[config.mk]
export PLATFORM = sky130hd
export DESIGN_NAME = fifo_read_ctrl_flat
export DESIGN_NICKNAME = d
export VERILOG_FILES = /design/src/rtl/fifo_read_ctrl_if.sv /design/src/rtl/fifo_read_ctrl.sv /design/src/flat_wrapper.sv
export SDC_FILE = /design/constraint.sdc
export NUM_CORES = 1
export LEC_CHECK = 0
export BUFFER_PORTS_ARGS = -buffer_cell sky130_fd_sc_hd__buf_2
export CORE_ASPECT_RATIO = 0.9
export CORE_MARGIN = 3
export CORE_UTILIZATION = 29
export DETAILED_ROUTE_END_ITERATION = 8
export GPL_TIMING_DRIVEN = 0
export PLACE_DENSITY = 0.59
export SETUP_SLACK_MARGIN = 0.4
export SYNTH_ARGS = -nofsm -noshare
export SYNTH_HDL_FRONTEND = slang
export SYNTH_SLANG_ARGS = --single-unit
[constraint.sdc]
create_clock -name rd_clk -period 3.8 [get_ports rd_clk]
set_input_delay 0.38 -clock rd_clk [delete_from_list [all_inputs] [get_ports rd_clk]]
set_output_delay 0.38 -clock rd_clk [all_outputs]
set_load 0.005 [all_outputs]
[src/rtl/fifo_read_ctrl_if.sv]
// Read-port bundle of the dual-clock FIFO read controller.
// The master side issues reads and supplies the write pointer and memory data.
interface fifo_read_ctrl_if #(
    parameter int DATA_WIDTH = 8,
    parameter int PTR_WIDTH  = 5
);
    logic                  rd_en;
    logic [PTR_WIDTH-1:0]  wr_ptr_gray;
    logic [DATA_WIDTH-1:0] fifo_data_out;
    logic [PTR_WIDTH-2:0]  rd_addr;
    logic [PTR_WIDTH-1:0]  rd_ptr;
    logic [PTR_WIDTH-1:0]  rd_ptr_gray;
    logic [DATA_WIDTH-1:0] rd_data;
    logic                  rd_valid;
    logic                  empty;
    logic                  almost_empty;
    logic [PTR_WIDTH-1:0]  rd_level;
    logic                  underflow;

    modport master (
        output rd_en, wr_ptr_gray, fifo_data_out,
        input  rd_addr, rd_ptr, rd_ptr_gray, rd_data, rd_valid,
               empty, almost_empty, rd_level, underflow
    );

    modport slave (
        input  rd_en, wr_ptr_gray, fifo_data_out,
        output rd_addr, rd_ptr, rd_ptr_gray, rd_data, rd_valid,
               empty, almost_empty, rd_level, underflow
    );
endinterface

[src/rtl/fifo_read_ctrl.sv]
// Read-side controller of the dual-clock FIFO: read pointers, write-pointer
// synchroniser, empty/level flags and the registered read-data stage.
module fifo_read_ctrl #(
    parameter int DATA_WIDTH  = 8,
    parameter int FIFO_DEPTH  = 16,
    parameter int PTR_WIDTH   = $clog2(FIFO_DEPTH) + 1,
    parameter int SYNC_STAGES = 2,
    parameter int AE_THRESH   = 2
) (
    input  logic             rd_clk,
    input  logic             rd_rst,
    fifo_read_ctrl_if.slave  bus
);
    localparam int ADDR_WIDTH = $clog2(FIFO_DEPTH);

    function automatic logic [PTR_WIDTH-1:0] bin_to_gray(input logic [PTR_WIDTH-1:0] b);
        return b ^ (b >> 1);
    endfunction

    function automatic logic [PTR_WIDTH-1:0] gray_to_bin(input logic [PTR_WIDTH-1:0] g);
        logic [PTR_WIDTH-1:0] b;
        b[PTR_WIDTH-1] = g[PTR_WIDTH-1];
        for (int i = PTR_WIDTH - 2; i >= 0; i--) begin
            b[i] = b[i+1] ^ g[i];
        end
        return b;
    endfunction

    // Write-pointer synchroniser: one flop per stage, stage 0 samples the raw Gray bus.
    genvar gi;
    generate
        for (gi = 0; gi < SYNC_STAGES; gi++) begin : g_sync
            logic [PTR_WIDTH-1:0] q_reg;
            if (gi == 0) begin : g_first
                always_ff @(posedge rd_clk or posedge rd_rst) begin
                    if (rd_rst) q_reg <= '0;
                    else        q_reg <= bus.wr_ptr_gray;
                end
            end else begin : g_next
                always_ff @(posedge rd_clk or posedge rd_rst) begin
                    if (rd_rst) q_reg <= '0;
                    else        q_reg <= g_sync[gi-1].q_reg;
                end
            end
        end
    endgenerate

    logic [PTR_WIDTH-1:0]  wr_ptr_sync_gray;
    logic [PTR_WIDTH-1:0]  wr_ptr_sync_bin;

    assign wr_ptr_sync_gray = g_sync[SYNC_STAGES-1].q_reg;
    assign wr_ptr_sync_bin  = gray_to_bin(wr_ptr_sync_gray);

    logic [PTR_WIDTH-1:0]  rd_ptr_reg,      rd_ptr_next;
    logic [PTR_WIDTH-1:0]  rd_ptr_gray_reg, rd_ptr_gray_next;
    logic [DATA_WIDTH-1:0] rd_data_reg,     rd_data_next;
    logic                  rd_valid_reg,    rd_valid_next;
    logic                  empty_reg,       empty_next;
    logic                  underflow_reg,   underflow_next;
    logic                  rd_acc;
    logic [PTR_WIDTH-1:0]  rd_level;

    assign rd_acc = bus.rd_en & ~empty_reg;

    // Empty compares the post-read pointer so draining the last entry flags empty on that edge.
    always_comb begin
        rd_ptr_next      = rd_ptr_reg;
        rd_data_next     = rd_data_reg;
        if (rd_acc) begin
            rd_ptr_next  = rd_ptr_reg + {{(PTR_WIDTH-1){1'b0}}, 1'b1};
            rd_data_next = bus.fifo_data_out;
        end
        rd_ptr_gray_next = bin_to_gray(rd_ptr_next);
        rd_valid_next    = rd_acc;
        empty_next       = (rd_ptr_gray_next == wr_ptr_sync_gray);
        underflow_next   = bus.rd_en & empty_reg;
    end

    always_ff @(posedge rd_clk or posedge rd_rst) begin
        if (rd_rst) begin
            rd_ptr_reg      <= '0;
            rd_ptr_gray_reg <= '0;
            rd_data_reg     <= '0;
            rd_valid_reg    <= 1'b0;
            empty_reg       <= 1'b1;
            underflow_reg   <= 1'b0;
        end else begin
            rd_ptr_reg      <= rd_ptr_next;
            rd_ptr_gray_reg <= rd_ptr_gray_next;
            rd_data_reg     <= rd_data_next;
            rd_valid_reg    <= rd_valid_next;
            empty_reg       <= empty_next;
            underflow_reg   <= underflow_next;
        end
    end

    // Modulo subtraction covers the wrapped case; the extra pointer bit lets a full FIFO read as DEPTH.
    assign rd_level = wr_ptr_sync_bin - rd_ptr_reg;

    assign bus.rd_addr      = rd_ptr_reg[ADDR_WIDTH-1:0];
    assign bus.rd_ptr       = rd_ptr_reg;
    assign bus.rd_ptr_gray  = rd_ptr_gray_reg;
    assign bus.rd_data      = rd_data_reg;
    assign bus.rd_valid     = rd_valid_reg;
    assign bus.empty        = empty_reg;
    assign bus.rd_level     = rd_level;
    assign bus.almost_empty = (rd_level <= PTR_WIDTH'(AE_THRESH));
    assign bus.underflow    = underflow_reg;

endmodule

[src/flat_wrapper.sv]
// flat-port wrapper written by rule: the top's interface ports become plain ports
module fifo_read_ctrl_flat 
#(
    parameter int DATA_WIDTH  = 8,
    parameter int FIFO_DEPTH  = 16,
    parameter int PTR_WIDTH   = $clog2(FIFO_DEPTH) + 1,
    parameter int SYNC_STAGES = 2,
    parameter int AE_THRESH   = 2
)
  (rd_clk, rd_rst, bus_rd_en, bus_wr_ptr_gray, bus_fifo_data_out, bus_rd_addr, bus_rd_ptr, bus_rd_ptr_gray, bus_rd_data, bus_rd_valid, bus_empty, bus_almost_empty, bus_rd_level, bus_underflow);
  fifo_read_ctrl_if #(.DATA_WIDTH(DATA_WIDTH), .PTR_WIDTH(PTR_WIDTH)) bus_i ();
  input  logic rd_clk;
  input  logic rd_rst;
  input wire logic [$bits(bus_i.rd_en)-1:0] bus_rd_en;
  input wire logic [$bits(bus_i.wr_ptr_gray)-1:0] bus_wr_ptr_gray;
  input wire logic [$bits(bus_i.fifo_data_out)-1:0] bus_fifo_data_out;
  output wire logic [$bits(bus_i.rd_addr)-1:0] bus_rd_addr;
  output wire logic [$bits(bus_i.rd_ptr)-1:0] bus_rd_ptr;
  output wire logic [$bits(bus_i.rd_ptr_gray)-1:0] bus_rd_ptr_gray;
  output wire logic [$bits(bus_i.rd_data)-1:0] bus_rd_data;
  output wire logic [$bits(bus_i.rd_valid)-1:0] bus_rd_valid;
  output wire logic [$bits(bus_i.empty)-1:0] bus_empty;
  output wire logic [$bits(bus_i.almost_empty)-1:0] bus_almost_empty;
  output wire logic [$bits(bus_i.rd_level)-1:0] bus_rd_level;
  output wire logic [$bits(bus_i.underflow)-1:0] bus_underflow;
  assign bus_i.rd_en = bus_rd_en;
  assign bus_i.wr_ptr_gray = bus_wr_ptr_gray;
  assign bus_i.fifo_data_out = bus_fifo_data_out;
  assign bus_rd_addr = bus_i.rd_addr;
  assign bus_rd_ptr = bus_i.rd_ptr;
  assign bus_rd_ptr_gray = bus_i.rd_ptr_gray;
  assign bus_rd_data = bus_i.rd_data;
  assign bus_rd_valid = bus_i.rd_valid;
  assign bus_empty = bus_i.empty;
  assign bus_almost_empty = bus_i.almost_empty;
  assign bus_rd_level = bus_i.rd_level;
  assign bus_underflow = bus_i.underflow;
  fifo_read_ctrl #(.DATA_WIDTH(DATA_WIDTH), .FIFO_DEPTH(FIFO_DEPTH), .PTR_WIDTH(PTR_WIDTH), .SYNC_STAGES(SYNC_STAGES), .AE_THRESH(AE_THRESH)) u_core (.rd_clk(rd_clk), .rd_rst(rd_rst), .bus(bus_i));
endmodule
Yosys cells after proc, flatten, opt, wreduce, memory -nomap -nowiden
Cells that the tools add are included.

word-level totals
  bits in registers = 31
  output and inout port bits = 31
  word-level logic and storage cells = 21

operators by class
  add/subtract/negate cells = 2
  magnitude comparators = 1
  eq/ne operators = 1
  mux-type cells = 1
  bitwise gates (word level) = 8

operators with widths
  cell                   number
  $add A5 B1 Y5 const B  1
  $eq A5 B5 Y1           1
  $le A5 B2 Y1 const B   1
  $mux W5                1
  $sub A5 B5 Y5          1
  $xor A5 B4 Y5          1
  $xor A1 B1 Y1          4
  $and A1 B1 Y1          2
  $not A1 Y1             1

Logic depth before layout (Yosys ltp)
Gate-level depths: netlist (run 1).

  depth in word-level cells = 6
  depth in mapped cells = 11
  gate-level depth less buffers = 11

Least setup slack after synthesis (run 1)
OpenSTA, ideal clock, no wires.

  kind = flip-flop to output port
  start = register u_core.g_sync[1].q_reg[4]
  end = output bus_almost_empty
  arrival time = 2.738 ns
  data required time = 3.420 ns
  path slack = 0.682 ns
  stages on the path, launching flop included = 12
  buffers on the path = 0
  cell sequence = dfrtp_1 xor2_1 xor2_1 xor2_1 xnor2_1 ha_1 inv_1 fa_1 a21o_1 a21oi_1 xnor2_1 a2111oi_0

on the way
  word-level cells in the longest chain between the ends = 6

ends and longest elaborated chain
  what                         RTL line               source
  from (decl)                  fifo_read_ctrl.sv:33   logic [PTR_WIDTH-1:0] q_reg;
  from (signal assigned)       fifo_read_ctrl.sv:42   else q_reg <= g_sync[gi-1].q_reg;
  $xor A1 B1 Y1 (4 in series)  fifo_read_ctrl.sv:24   b[i] = b[i+1] ^ g[i];
  $sub A5 B5 Y5 (*)            fifo_read_ctrl.sv:98   assign rd_level = wr_ptr_sync_bin - rd_ptr_reg;
  named net bus_rd_level[4]    flat_wrapper.sv:24     output wire logic [$bits(bus_i.rd_level)-1:0] bus_rd_level;
  $le A5 B2 Y1 (*)             fifo_read_ctrl.sv:107  assign bus.almost_empty = (rd_level <= PTR_WIDTH'(AE_THRESH));
  to (decl)                    flat_wrapper.sv:23     output wire logic [$bits(bus_i.almost_empty)-1:0] bus_almost_empty;

The timed path passes the listed nets; every way through them passes the cells marked *.

Final worst setup path (run 1)
  start = register u_core.g_sync[1].q_reg[4]
  end = output bus_almost_empty

on the way
  word-level cells in the longest chain between the ends = 6

ends and longest elaborated chain
  what                         RTL line
  $xor A1 B1 Y1 (4 in series)  fifo_read_ctrl.sv:24
  $sub A5 B5 Y5 (*)            fifo_read_ctrl.sv:98
  $le A5 B2 Y1 (*)             fifo_read_ctrl.sv:107

Every way passes the cells marked *; elsewhere a longest branch is shown, timed or not.

==> results of run 1 <==
-- cells by family (layout without fill, tap and decap cells) --
kind of cell    Yosys count  in the layout  share of synthesized area, %
xor+xnor                 24             24                         17.57
simple gates              8              8                         5.675
flops                    30             30                         54.14
compound gates            7              7                         3.152
fa+ha+maj                 6              6                         5.946
mux                       9              9                         7.207
buf+inv                  16             77                         6.306
-- power by group --
part	switching, W	total (W)	internal (W)
logic	0.000399	0.000856	0.000457
registers	0.0000818	0.000498	0.000417
clock network	0.000110	0.000255	0.000146
-- what timing repair did --
item,CTS,global route
pin swaps,4,6
gates resized for setup,5,3
hold buffers,0,0
setup endpoints to repair,1,1
buffers inserted,3,4
-- area by class of cell --
type	instances	area, um^2	share of cell area (%)
plain buffers	7	53.80	2.857
clock buffers	7	86.33	4.585
clock inverters	1	5.005	0.2658
inverters	9	33.78	1.794
multi-input cells	54	591.8	31.43
flip-flops and latches	30	752.0	39.93
well taps	62	77.57	4.120
repair buffers	53	282.8	15.02
-- Yosys cell counts --
cell type and instances:
sky130_fd_sc_hd__mux2i_1 1, sky130_fd_sc_hd__o21ai_1 1, sky130_fd_sc_hd__and2_1 1, sky130_fd_sc_hd__nand2_1 1, sky130_fd_sc_hd__nor2b_4 1, sky130_fd_sc_hd__ha_1 5, sky130_fd_sc_hd__nand3b_1 2, sky130_fd_sc_hd__xnor2_1 14
sky130_fd_sc_hd__o21ai_0 1, sky130_fd_sc_hd__a2111oi_0 1, sky130_fd_sc_hd__a21oi_1 2, sky130_fd_sc_hd__buf_4 5, sky130_fd_sc_hd__dfrtp_1 29, sky130_fd_sc_hd__nand4_1 1, sky130_fd_sc_hd__xnor2_4 1, sky130_fd_sc_hd__xor2_1 8
sky130_fd_sc_hd__inv_2 1, sky130_fd_sc_hd__inv_1 8, sky130_fd_sc_hd__nor4_2 1, sky130_fd_sc_hd__nand4_4 1, sky130_fd_sc_hd__a21o_1 2, sky130_fd_sc_hd__buf_6 1, sky130_fd_sc_hd__mux2_2 8, sky130_fd_sc_hd__fa_1 1
sky130_fd_sc_hd__buf_2 1, sky130_fd_sc_hd__dfstp_2 1, sky130_fd_sc_hd__xor3_1 1
-- worst min-delay path by stage --
stage	to	cells past startpoint	slack, ps
finish	u_core.g_sync[0].q_reg[4]$_DFF_PP0_	1	200
global route	u_core.g_sync[0].q_reg[0]$_DFF_PP0_	1	190
CTS	u_core.g_sync[0].q_reg[4]$_DFF_PP0_	1	190
detailed placement	u_core.g_sync[1].q_reg[1]$_DFF_PP0_	0	340
global placement	u_core.g_sync[1].q_reg[1]$_DFF_PP0_	0	330
floorplan	u_core.g_sync[1].q_reg[0]$_DFF_PP0_	0	330
-- per-layer routing --
layer | GRT usage (%) | up-vias | wire length [um]
met5 | 0 | - | 0
met3 | 4.146 | 7 | 199
met4 | 4.962 | 0 | 49
met1 | 12.22 | 426 | 1115
met2 | 17.06 | 33 | 1286
li1 | - | 436 | -
-- metrics by stage --
stage,instances,setup slack [ps]
floorplan,100,682.4
global placement,208,485.6
detailed placement,208,326.3
CTS,219,442.4
global route,223,245.9
finish,223,458.1
-- critical path: cells and delay by family, from the launching register on --
kind	cells	cell delay, ps
XOR/XNOR	5	870
adder cells (fa/ha/maj)	2	500
flip-flops	1	410
buffers and inverters	2	230
AO/OA/AOI/OAI	3	670
==> results by group, run 1 <==
Run status
  – Status: complete, no violations

Floorplanning
  – Number of top-level design ports: 47
  – Row Count: 23
  – Area of the die: 5656 um^2
  – Die X: 78.95 um
  – Core area: 4547 um^2
  – Die boundary height: 71.65 um
  – Initial Util: 30.54%

Timing
  – Final TNS setup: 0 ps
  – Final number of max-transition violations: 0
  – Final count of negative-setup-slack endpoints: 0
  – Transition time at the pin with the least slew margin: 1073 ps
  – Tightest hold margin: 202.9 ps
  – Fmax: 299.2 MHz
  – Headroom to the max-slew limit: 28.42%
  – Final setup skew: 5.700 ps
  – Clock period minus final worst setup slack: 3342 ps
  – Final hold violation count: 0
  – RSZ-0062 raised after global routing: yes
  – Post-route fraction of the period consumed by the critical path: 87.94%

Worst setup path
  – Required time of the critical path: 3420 ps
  – Worst setup path startpoint: u_core.g_sync[1].q_reg[4]$_DFF_PP0_
  – Worst r2r path cells: 5
  – Crit end category: primary output
  – Largest stage delay on the critical path: 410 ps
  – Most frequent cell on the critical path: sky130_fd_sc_hd__xor2_2
  – Setup CP Type: register to primary output
  – Startpoint types: register
  – Critical path arrival: 2960 ps
  – FF-to-FF Start: u_core.bus.rd_ptr[0]$_DFF_PP0_
  – Minimum setup slack among reg-to-reg paths: 1800 ps
  – Cell Chain, Critical Path: xor2_2 > xor2_2 > xor2_2 > xnor2_1 > ha_1 > inv_1 > fa_2 > a21o_1 > a21oi_2 > xnor2_2 > a2111oi_2 > buf_2
  – Timing endpoint of the critical path: bus_almost_empty
  – FF-to-FF End: u_core.bus.empty$_DFF_PP1_
  – Library cell contributing the largest single delay on the critical path: sky130_fd_sc_hd__dfrtp_1
  – Critical-path maximum fanout: 2

Clock network
  – Maximum level of the CTS H-tree: 2
  – Number of buffers between clock root and the deepest sink: 2
  – Clock tree root buffer cell: sky130_fd_sc_hd__clkbuf_8
  – Clock buffer count from CTS: 5
  – Clock slew at reported path FFs: 60 ps
  – Clock latency of the later-clocked register in the worst-skew pair: 280 ps
  – Clock sink count: 30
  – Clock tree from TritonCTS: done

Pwr
  – Post-layout power: 0.001610 W
  – Cell area power density: 854.9 nW/um^2
  – Max IR drop VDD: 0.0002828 V
  – LEAKAGE: 0.9189 nW

Logic synthesis
  – Synth warn: 0
  – Synthesized area per cell: 13.89 um^2
  – Number of different library cells in the post-synthesis netlist: 27
  – Flip-flop and latch count after synthesis: 30
  – Cell area after synthesis: 1389 um^2
  – Area share of the leading cell type in the synthesized netlist: 52.25%
  – Leading post-synthesis cells by cell area: sky130_fd_sc_hd__dfrtp_1, sky130_fd_sc_hd__xnor2_1, sky130_fd_sc_hd__mux2_2, sky130_fd_sc_hd__xor2_1, sky130_fd_sc_hd__ha_1
  – Post-synthesis sequential area ratio: 54.14%
  – Post-synthesis cell count: 100
  – Net count after synthesis: 122
  – Cell accounting for the most synthesized area: sky130_fd_sc_hd__dfrtp_1

Min path
  – Worst min-delay path class: input port to register
  – Startpoint of the most critical hold path: bus_wr_ptr_gray[4]

Drt
  – Vias per inst: 4.045
  – DR vias: 902
  – Routed Wire Length: 2651 um
  – First drt pass iteration count: 4
  – WL/cell: 11.89 um
  – Post-route DRC violation count: 0
  – Number of nets with antenna violations after routing: 0
  – Starting DRC count in detailed routing: 16

Place
  – Count of port buffers added during placement: 46
  – Global placement routability congestion: 0.7818
  – Detailed-placement wirelength estimate: 1972 um
  – Instance area after placement: 1697 um^2

Global route
  – Overall global routing resource usage: 10.50%
  – Via count of the first global-routing pass: 1025
  – Initial antenna violation count: 0
  – Global-route wire length before repair: 4554 um
  – Pin count of the biggest net entering global routing: 31
  – Sum of overflow across all layers after global routing: 0

Final layout
  – Flip-flop count of the largest register, all copies and words added: 10
  – Fraction of layout cells with a size suffix above 1: 54.66%
  – Area of all placed cells without fillers: 1883 um^2
  – Antenna diode instance count: 0
  – Final Net Count: 182
  – Filler instances: 465
  – Synthesis-to-layout area growth: 35.59%
  – Leading cell types in the layout, fill and taps excluded: sky130_fd_sc_hd__buf_2, sky130_fd_sc_hd__dfrtp_1, sky130_fd_sc_hd__xnor2_1
  – Final core utilization: 41.41%
  – Most common library cell in the layout ignoring fill and taps: sky130_fd_sc_hd__buf_2

Run
  – Max capacitance violation total: 0
Note: power is estimated with default switching activity, not from simulation.
==> run 2, diff against run 1 <==
Settings changed: PLACE_DENSITY 0.59 to 0.5, SETUP_SLACK_MARGIN 0.4 to 0.05.
==> results by group, run 2 (synthesized netlist as in run 1, its figures left out) <==
Floorplanning
  – Initial Util: 30.54% (unchanged)
  – Die X: 78.95 um (unchanged)
  – Number of top-level design ports: 47 (unchanged)
  – Area of the die: 5656 um^2 (unchanged)
  – Die boundary height: 71.65 um (unchanged)
  – Row Count: 23 (unchanged)
  – Core area: 4547 um^2 (unchanged)

Timing
  – Post-route fraction of the period consumed by the critical path: 92.50% (was 87.94%)
  – Final number of max-transition violations: 0 (unchanged)
  – Clock period minus final worst setup slack: 3515 ps (was 3342 ps)
  – Final count of negative-setup-slack endpoints: 0 (unchanged)
  – RSZ-0062 raised after global routing: no (was yes)
  – Fmax: 284.5 MHz (was 299.2 MHz)
  – Final hold violation count: 0 (unchanged)
  – Final setup skew: 6.420 ps (was 5.700 ps)
  – Final TNS setup: 0 ps (unchanged)
  – Headroom to the max-slew limit: 26.99% (was 28.42%)
  – Transition time at the pin with the least slew margin: 1094 ps (was 1073 ps)

Final layout
  – Flip-flop count of the largest register, all copies and words added: 10 (unchanged)
  – Most common library cell in the layout ignoring fill and taps: sky130_fd_sc_hd__buf_2 (unchanged)
  – Final Net Count: 176 (was 182)
  – Synthesis-to-layout area growth: 32.25% (was 35.59%)
  – Fraction of layout cells with a size suffix above 1: 50.97% (was 54.66%)
  – Leading cell types in the layout, fill and taps excluded: sky130_fd_sc_hd__buf_2, sky130_fd_sc_hd__dfrtp_1, sky130_fd_sc_hd__xnor2_1 (unchanged)
  – Post-layout instance count excluding filler cells: 217 (was 223)
  – Area of all placed cells without fillers: 1837 um^2 (was 1883 um^2)
  – Filler instances: 472 (was 465)
  – Antenna diode instance count: 0 (unchanged)

Pwr
  – Switching part of the total power: 35.48% (was 36.68%)
  – Net switching power of the design: 0.0005703 W (was 0.0005905 W)
  – Combinational share of power: 49.8% (was 53.2%)
  – LEAKAGE: 0.8932 nW (was 0.9189 nW)
  – Cell area power density: 875.2 nW/um^2 (was 854.9 nW/um^2)
  – Max IR drop VDD: 0.0003377 V (was 0.0002828 V)
  – Cell Int Power: 0.001037 W (was 0.001019 W)
  – Sequential cell fraction of total power: 31.0% (about the same)
  – Clock share of power: 19.2% (was 15.9%)

Global route
  – Initial antenna violation count: 0 (unchanged)
  – Global-route wire length before repair: 4478 um (was 4554 um)
  – Overall global routing resource usage: 10.56% (was 10.50%)
  – Via count of the first global-routing pass: 902 (was 1025)
  – Pin count of the biggest net entering global routing: 31 (unchanged)
  – Sum of overflow across all layers after global routing: 0 (unchanged)

Worst setup path
  – Cell Chain, Critical Path: xor2_2 > xor2_2 > xor2_2 > xnor2_1 > ha_1 > inv_1 > fa_1 > a21o_1 > a21oi_1 > xnor2_1 > a2111oi_1 > buf_2 (was xor2_2 > xor2_2 > xor2_2 > xnor2_1 > ha_1 > inv_1 > fa_2 > a21o_1 > a21oi_2 > xnor2_2 > a2111oi_2 > buf_2)
  – Critical path arrival: 3140 ps (was 2960 ps)
  – Startpoint types: register (unchanged)
  – Library cell contributing the largest single delay on the critical path: sky130_fd_sc_hd__dfrtp_1 (unchanged)
  – Critical-path maximum fanout: 3 (was 2)
  – Largest stage delay on the critical path: 410 ps (about the same)
  – Kind of cell with the highest combined delay on the critical path: XOR/XNOR gates (unchanged)
  – Setup CP Type: register to primary output (unchanged)
  – Crit end category: primary output (unchanged)
  – Required time of the critical path: 3420 ps (about the same)
  – Crit path buf inv count: 2 (unchanged)
  – Most frequent cell on the critical path: sky130_fd_sc_hd__xor2_2 (unchanged)

Clock network
  – Clock tree from TritonCTS: done (unchanged)
  – Clock latency of the later-clocked register in the worst-skew pair: 280 ps (about the same)
  – Hold buffer count at cts: 0 (unchanged)
  – Maximum level of the CTS H-tree: 2 (unchanged)
  – Clock sink count: 30 (unchanged)
  – Number of buffers between clock root and the deepest sink: 2 (unchanged)
  – Clock tree root buffer cell: sky130_fd_sc_hd__clkbuf_8 (unchanged)
  – Clock buffer count from CTS: 5 (unchanged)
  – Clock slew at reported path FFs: 70 ps (was 60 ps)

Min path
  – Worst min-delay path class: input port to register (unchanged)

Drt
  – Number of nets with antenna violations after routing: 0 (unchanged)
  – Routed Wire Length: 2651 um (unchanged)
  – Vias per inst: 4.041 (was 4.045)
  – Post-route DRC violation count: 0 (unchanged)
  – DR vias: 877 (was 902)
  – WL/cell: 12.22 um (was 11.89 um)
  – First drt pass iteration count: 2 (was 4)
  – Starting DRC count in detailed routing: 14 (was 16)

Place
  – Instance area after placement: 1697 um^2 (unchanged)
  – Detailed-placement wirelength estimate: 2090 um (was 1972 um)
  – Global placement routability congestion: 0.7543 (was 0.7818)
  – Post-Place Cells: 208 (unchanged)
  – Count of port buffers added during placement: 46 (unchanged)

Run
  – Max capacitance violation total: 0 (unchanged)

Run status
  – Status: complete, no violations (unchanged)
-- run 2: through the flow --
step           total power (W)  hold WS (ps)  utilization [%]  worst slack, ps
2_1_floorplan         0.001037         331.2                -            682.4
3_3_place_gp          0.001294         334.0            37.31            484.8
3_5_place_dp          0.001314         340.1            37.31            396.0
4_1_cts               0.001632         195.2            39.71            80.83
5_1_grt               0.001747         196.0            40.40            42.13
6_report              0.001608         205.7            40.40            284.9
-- run 2: path summary, 6_finish.rpt --
path | startpoint | end | slack (ps) | cells after the start
min | bus_wr_ptr_gray[0] | u_core.g_sync[0].q_reg[0]$_DFF_PP0_ | 210 | 1
min in group asynchronous | rd_rst | u_core.bus.rd_ptr_gray[2]$_DFF_PP0_ | 370 | 2
max in group asynchronous | rd_rst | u_core.bus.underflow$_DFF_PP0_ | 2770 | 2
min reg2reg | u_core.g_sync[0].q_reg[1]$_DFF_PP0_ | u_core.g_sync[1].q_reg[1]$_DFF_PP0_ | 350 | 0
max reg2reg | u_core.bus.rd_ptr[0]$_DFF_PP0_ | u_core.bus.empty$_DFF_PP1_ | 1780 | 5
max | u_core.g_sync[1].q_reg[3]$_DFF_PP0_ | bus_almost_empty | 280 | 12
-- run 2: final cells by class --
cell class                 count  area (um^2)  area share, %
tap                           62        77.57          4.223
timing repair buffer          47        237.7          12.94
multi-input combinational     54        573.1          31.20
clock buffer                   5        68.82          3.747
inverter                       9        33.78          1.839
clock inverter                 3        40.04          2.180
sequential                    30        752.0          40.94
buffer                         7        53.80          2.929
-- run 2: what timing repair did --
item / in CTS / in global routing
setup buffers: 0 / 1
resized for setup: 0 / 4
endpoints found under the setup margin: 0 / 1
-- run 2: power groups by stage --
stage                     clock [W]  sequential, W  combinational (W)
after floorplan                   0       0.000503           0.000534
after global placement            0       0.000502           0.000792
after detailed placement          0       0.000507           0.000807
after CTS                  0.000319       0.000502           0.000811
after global routing       0.000333       0.000517           0.000897
final                      0.000308       0.000498           0.000801
-- run 2: worst register-to-register path: cells and delay by family (launching register included) --
family	cells	cell delay, ps
xor+xnor	2	610
simple gates	2	470
flops	1	570
fa+ha+maj	1	290
-- run 2: metal layers --
metal  track usage (%)  part of all wire (%)  up-vias
met5                 0                     0        -
met4             5.725                   2.6        0
met3             3.894                   7.5        6
met2             15.46                    45       31
met1             13.59                    45      418
li1                  -                     -      422
==> run 3, diff against run 2 <==
Settings changed: CTS_BUF_LIST set to sky130_fd_sc_hd__clkbuf_2.
==> results by group, run 3 (synthesized netlist as in run 1, its figures left out) <==
Run status
  – Status: complete, no violations (unchanged)

Clock network
  – Maximum level of the CTS H-tree: 2 (unchanged)
  – Number of buffers between clock root and the deepest sink: 2 (unchanged)
  – Clock sink count: 30 (unchanged)
  – Hold buffer count at cts: 0 (unchanged)
  – Clock latency of the later-clocked register in the worst-skew pair: 360 ps (was 280 ps)
  – Clock buffer count from CTS: 5 (unchanged)
  – Clock tree from TritonCTS: done (unchanged)
  – Clock tree root buffer cell: sky130_fd_sc_hd__clkbuf_2 (was sky130_fd_sc_hd__clkbuf_8)
  – Clock slew at reported path FFs: 160 ps (was 70 ps)

Pwr
  – LEAKAGE: 0.8883 nW (was 0.8932 nW)
  – Cell area power density: 849.4 nW/um^2 (was 875.2 nW/um^2)
  – Switching part of the total power: 37.51% (was 35.48%)
  – Clock share of power: 14.1% (was 19.2%)
  – Combinational share of power: 53.6% (was 49.8%)
  – Net switching power of the design: 0.0005776 W (was 0.0005703 W)
  – Cell Int Power: 0.0009623 W (was 0.001037 W)
  – Max IR drop VDD: 0.0002475 V (was 0.0003377 V)
  – Sequential cell fraction of total power: 32.3% (was 31.0%)

Final layout
  – Most common library cell in the layout ignoring fill and taps: sky130_fd_sc_hd__buf_2 (unchanged)
  – Fraction of layout cells with a size suffix above 1: 52.23% (was 50.97%)
  – Antenna diode instance count: 0 (unchanged)
  – Combined flip-flop and latch cell area: 752.0 um^2 (unchanged)
  – Post-layout instance count excluding filler cells: 219 (was 217)
  – Final core utilization: 39.87% (was 40.40%)
  – Flip-flop count of the largest register, all copies and words added: 10 (unchanged)
  – Area used by multi-input combinational logic: 578.1 um^2 (was 573.1 um^2)
  – Area of all placed cells without fillers: 1813 um^2 (was 1837 um^2)
  – Final Net Count: 178 (was 176)
  – Leading cell types in the layout, fill and taps excluded: sky130_fd_sc_hd__buf_2, sky130_fd_sc_hd__dfrtp_1, sky130_fd_sc_hd__xnor2_1 (unchanged)
  – Synthesis-to-layout area growth: 30.54% (was 32.25%)
  – Filler instances: 479 (was 472)

Floorplanning
  – Number of top-level design ports: 47 (unchanged)
  – Row Count: 23 (unchanged)
  – Area of the die: 5656 um^2 (unchanged)
  – Die X: 78.95 um (unchanged)
  – Initial Util: 30.54% (unchanged)
  – Core area: 4547 um^2 (unchanged)
  – Die boundary height: 71.65 um (unchanged)

Drt
  – WL/cell: 12.31 um (was 12.22 um)
  – Starting DRC count in detailed routing: 11 (was 14)
  – Number of nets with antenna violations after routing: 0 (unchanged)
  – Post-route DRC violation count: 0 (unchanged)
  – Routed Wire Length: 2695 um (was 2651 um)
  – Vias per inst: 4.023 (was 4.041)
  – First drt pass iteration count: 2 (unchanged)
  – DR vias: 881 (was 877)

Global route
  – Initial antenna violation count: 0 (unchanged)
  – Sum of overflow across all layers after global routing: 0 (unchanged)
  – Via count of the first global-routing pass: 918 (was 902)
  – Global-route wire length before repair: 4554 um (was 4478 um)
  – Pin count of the biggest net entering global routing: 31 (unchanged)
  – Overall global routing resource usage: 10.69% (was 10.56%)

Worst setup path
  – Largest stage delay on the critical path: 450 ps (was 410 ps)
  – Required time of the critical path: 3420 ps (about the same)
  – Kind of cell with the highest combined delay on the critical path: XOR/XNOR gates (unchanged)
  – Critical path arrival: 3040 ps (was 3140 ps)
  – Crit path buf inv count: 2 (unchanged)
  – Worst setup path startpoint: u_core.g_sync[1].q_reg[3]$_DFF_PP0_ (unchanged)
  – Crit end category: primary output (unchanged)
  – Library cell contributing the largest single delay on the critical path: sky130_fd_sc_hd__dfrtp_1 (unchanged)
  – Most frequent cell on the critical path: sky130_fd_sc_hd__xor2_2 (unchanged)
  – Critical-path maximum fanout: 2 (was 3)
  – Startpoint types: register (unchanged)
  – FF-to-FF Start: u_core.bus.rd_ptr[0]$_DFF_PP0_ (unchanged)
  – Setup CP Type: register to primary output (unchanged)
  – Cell Chain, Critical Path: xor2_2 > xor2_2 > xor2_2 > xnor2_1 > ha_1 > inv_1 > fa_1 > a21o_1 > a21oi_1 > xnor2_1 > a2111oi_2 > buf_2 (was xor2_2 > xor2_2 > xor2_2 > xnor2_1 > ha_1 > inv_1 > fa_1 > a21o_1 > a21oi_1 > xnor2_1 > a2111oi_1 > buf_2)

Timing
  – Final hold violation count: 0 (unchanged)
  – Fmax: 292.0 MHz (was 284.5 MHz)
  – Post-route fraction of the period consumed by the critical path: 90.12% (was 92.50%)
  – Final TNS setup: 0 ps (unchanged)
  – Final number of max-transition violations: 0 (unchanged)
  – RSZ-0062 raised after global routing: no (unchanged)
  – Transition time at the pin with the least slew margin: 1112 ps (was 1094 ps)
  – Final setup skew: 18.78 ps (was 6.420 ps)
  – Clock period minus final worst setup slack: 3424 ps (was 3515 ps)
  – Tightest hold margin: 110.7 ps (was 205.7 ps)
  – Final count of negative-setup-slack endpoints: 0 (unchanged)
  – Headroom to the max-slew limit: 25.80% (was 26.99%)

Min path
  – Startpoint of the most critical hold path: bus_wr_ptr_gray[4] (was bus_wr_ptr_gray[0])
  – Worst min-delay path class: input port to register (unchanged)

Place
  – Detailed-placement wirelength estimate: 2090 um (unchanged)
  – Count of port buffers added during placement: 46 (unchanged)
  – Instance area after placement: 1697 um^2 (unchanged)
  – Post-Place Cells: 208 (unchanged)
  – Global placement routability congestion: 0.7543 (unchanged)

Run
  – Max capacitance violation total: 0 (unchanged)
run 3: through the flow:
stage | setup slack, ps | power [W]
4_1_cts | 62.55 | 0.001546
2_1_floorplan | 682.4 | 0.001037
5_1_grt | 80.71 | 0.001682
3_3_place_gp | 484.8 | 0.001294
6_report | 375.6 | 0.001540
3_5_place_dp | 396.0 | 0.001314
run 3: repair_timing:
item | in CTS | in global routing
buffers inserted | 2 | 1
pin swaps | 2 | 4
gates resized for setup | 1 | 4
endpoints found under the setup margin | 1 | 1
run 3: worst paths after layout:
kind	end	slack (ps)	depth (start not counted)
setup / recovery	bus_almost_empty	380	12
hold / removal	u_core.g_sync[0].q_reg[4]$_DFF_PP0_	110	1
setup reg to reg	u_core.bus.empty$_DFF_PP1_	1760	5
hold reg to reg	u_core.g_sync[1].q_reg[3]$_DFF_PP0_	360	0
max in group asynchronous	u_core.bus.underflow$_DFF_PP0_	2850	2
min in group asynchronous	u_core.bus.rd_ptr_gray[2]$_DFF_PP0_	270	2
run 3: routing by layer:
metal / GRT usage (%) / wire length (um)
met5: 0 / 0
met4: 5.153 / 56
met3: 4.271 / 199
met2: 16.21 / 1257
met1: 13.35 / 1181
run 3: layout make-up:
class / count / area share, %
plain buffers: 7 / 2.968
clock buffers: 5 / 1.380
clock inverters: 3 / 2.208
inverters: 9 / 1.863
multi-input cells: 54 / 31.88
flip-flops and latches: 30 / 41.48
well taps: 62 / 4.279
repair buffers: 49 / 13.94
run 3: power groups by stage:
| stage | Sequential [W] | Clock, W | Combinational, W |
|---|---|---|---|
| 2_1_floorplan | 0.000503 | 0 | 0.000534 |
| 3_3_place_gp | 0.000502 | 0 | 0.000792 |
| 3_5_place_dp | 0.000507 | 0 | 0.000807 |
| 4_1_cts | 0.000501 | 0.000228 | 0.000817 |
| 5_1_grt | 0.000515 | 0.000244 | 0.000923 |
| 6_report | 0.000497 | 0.000218 | 0.000825 |
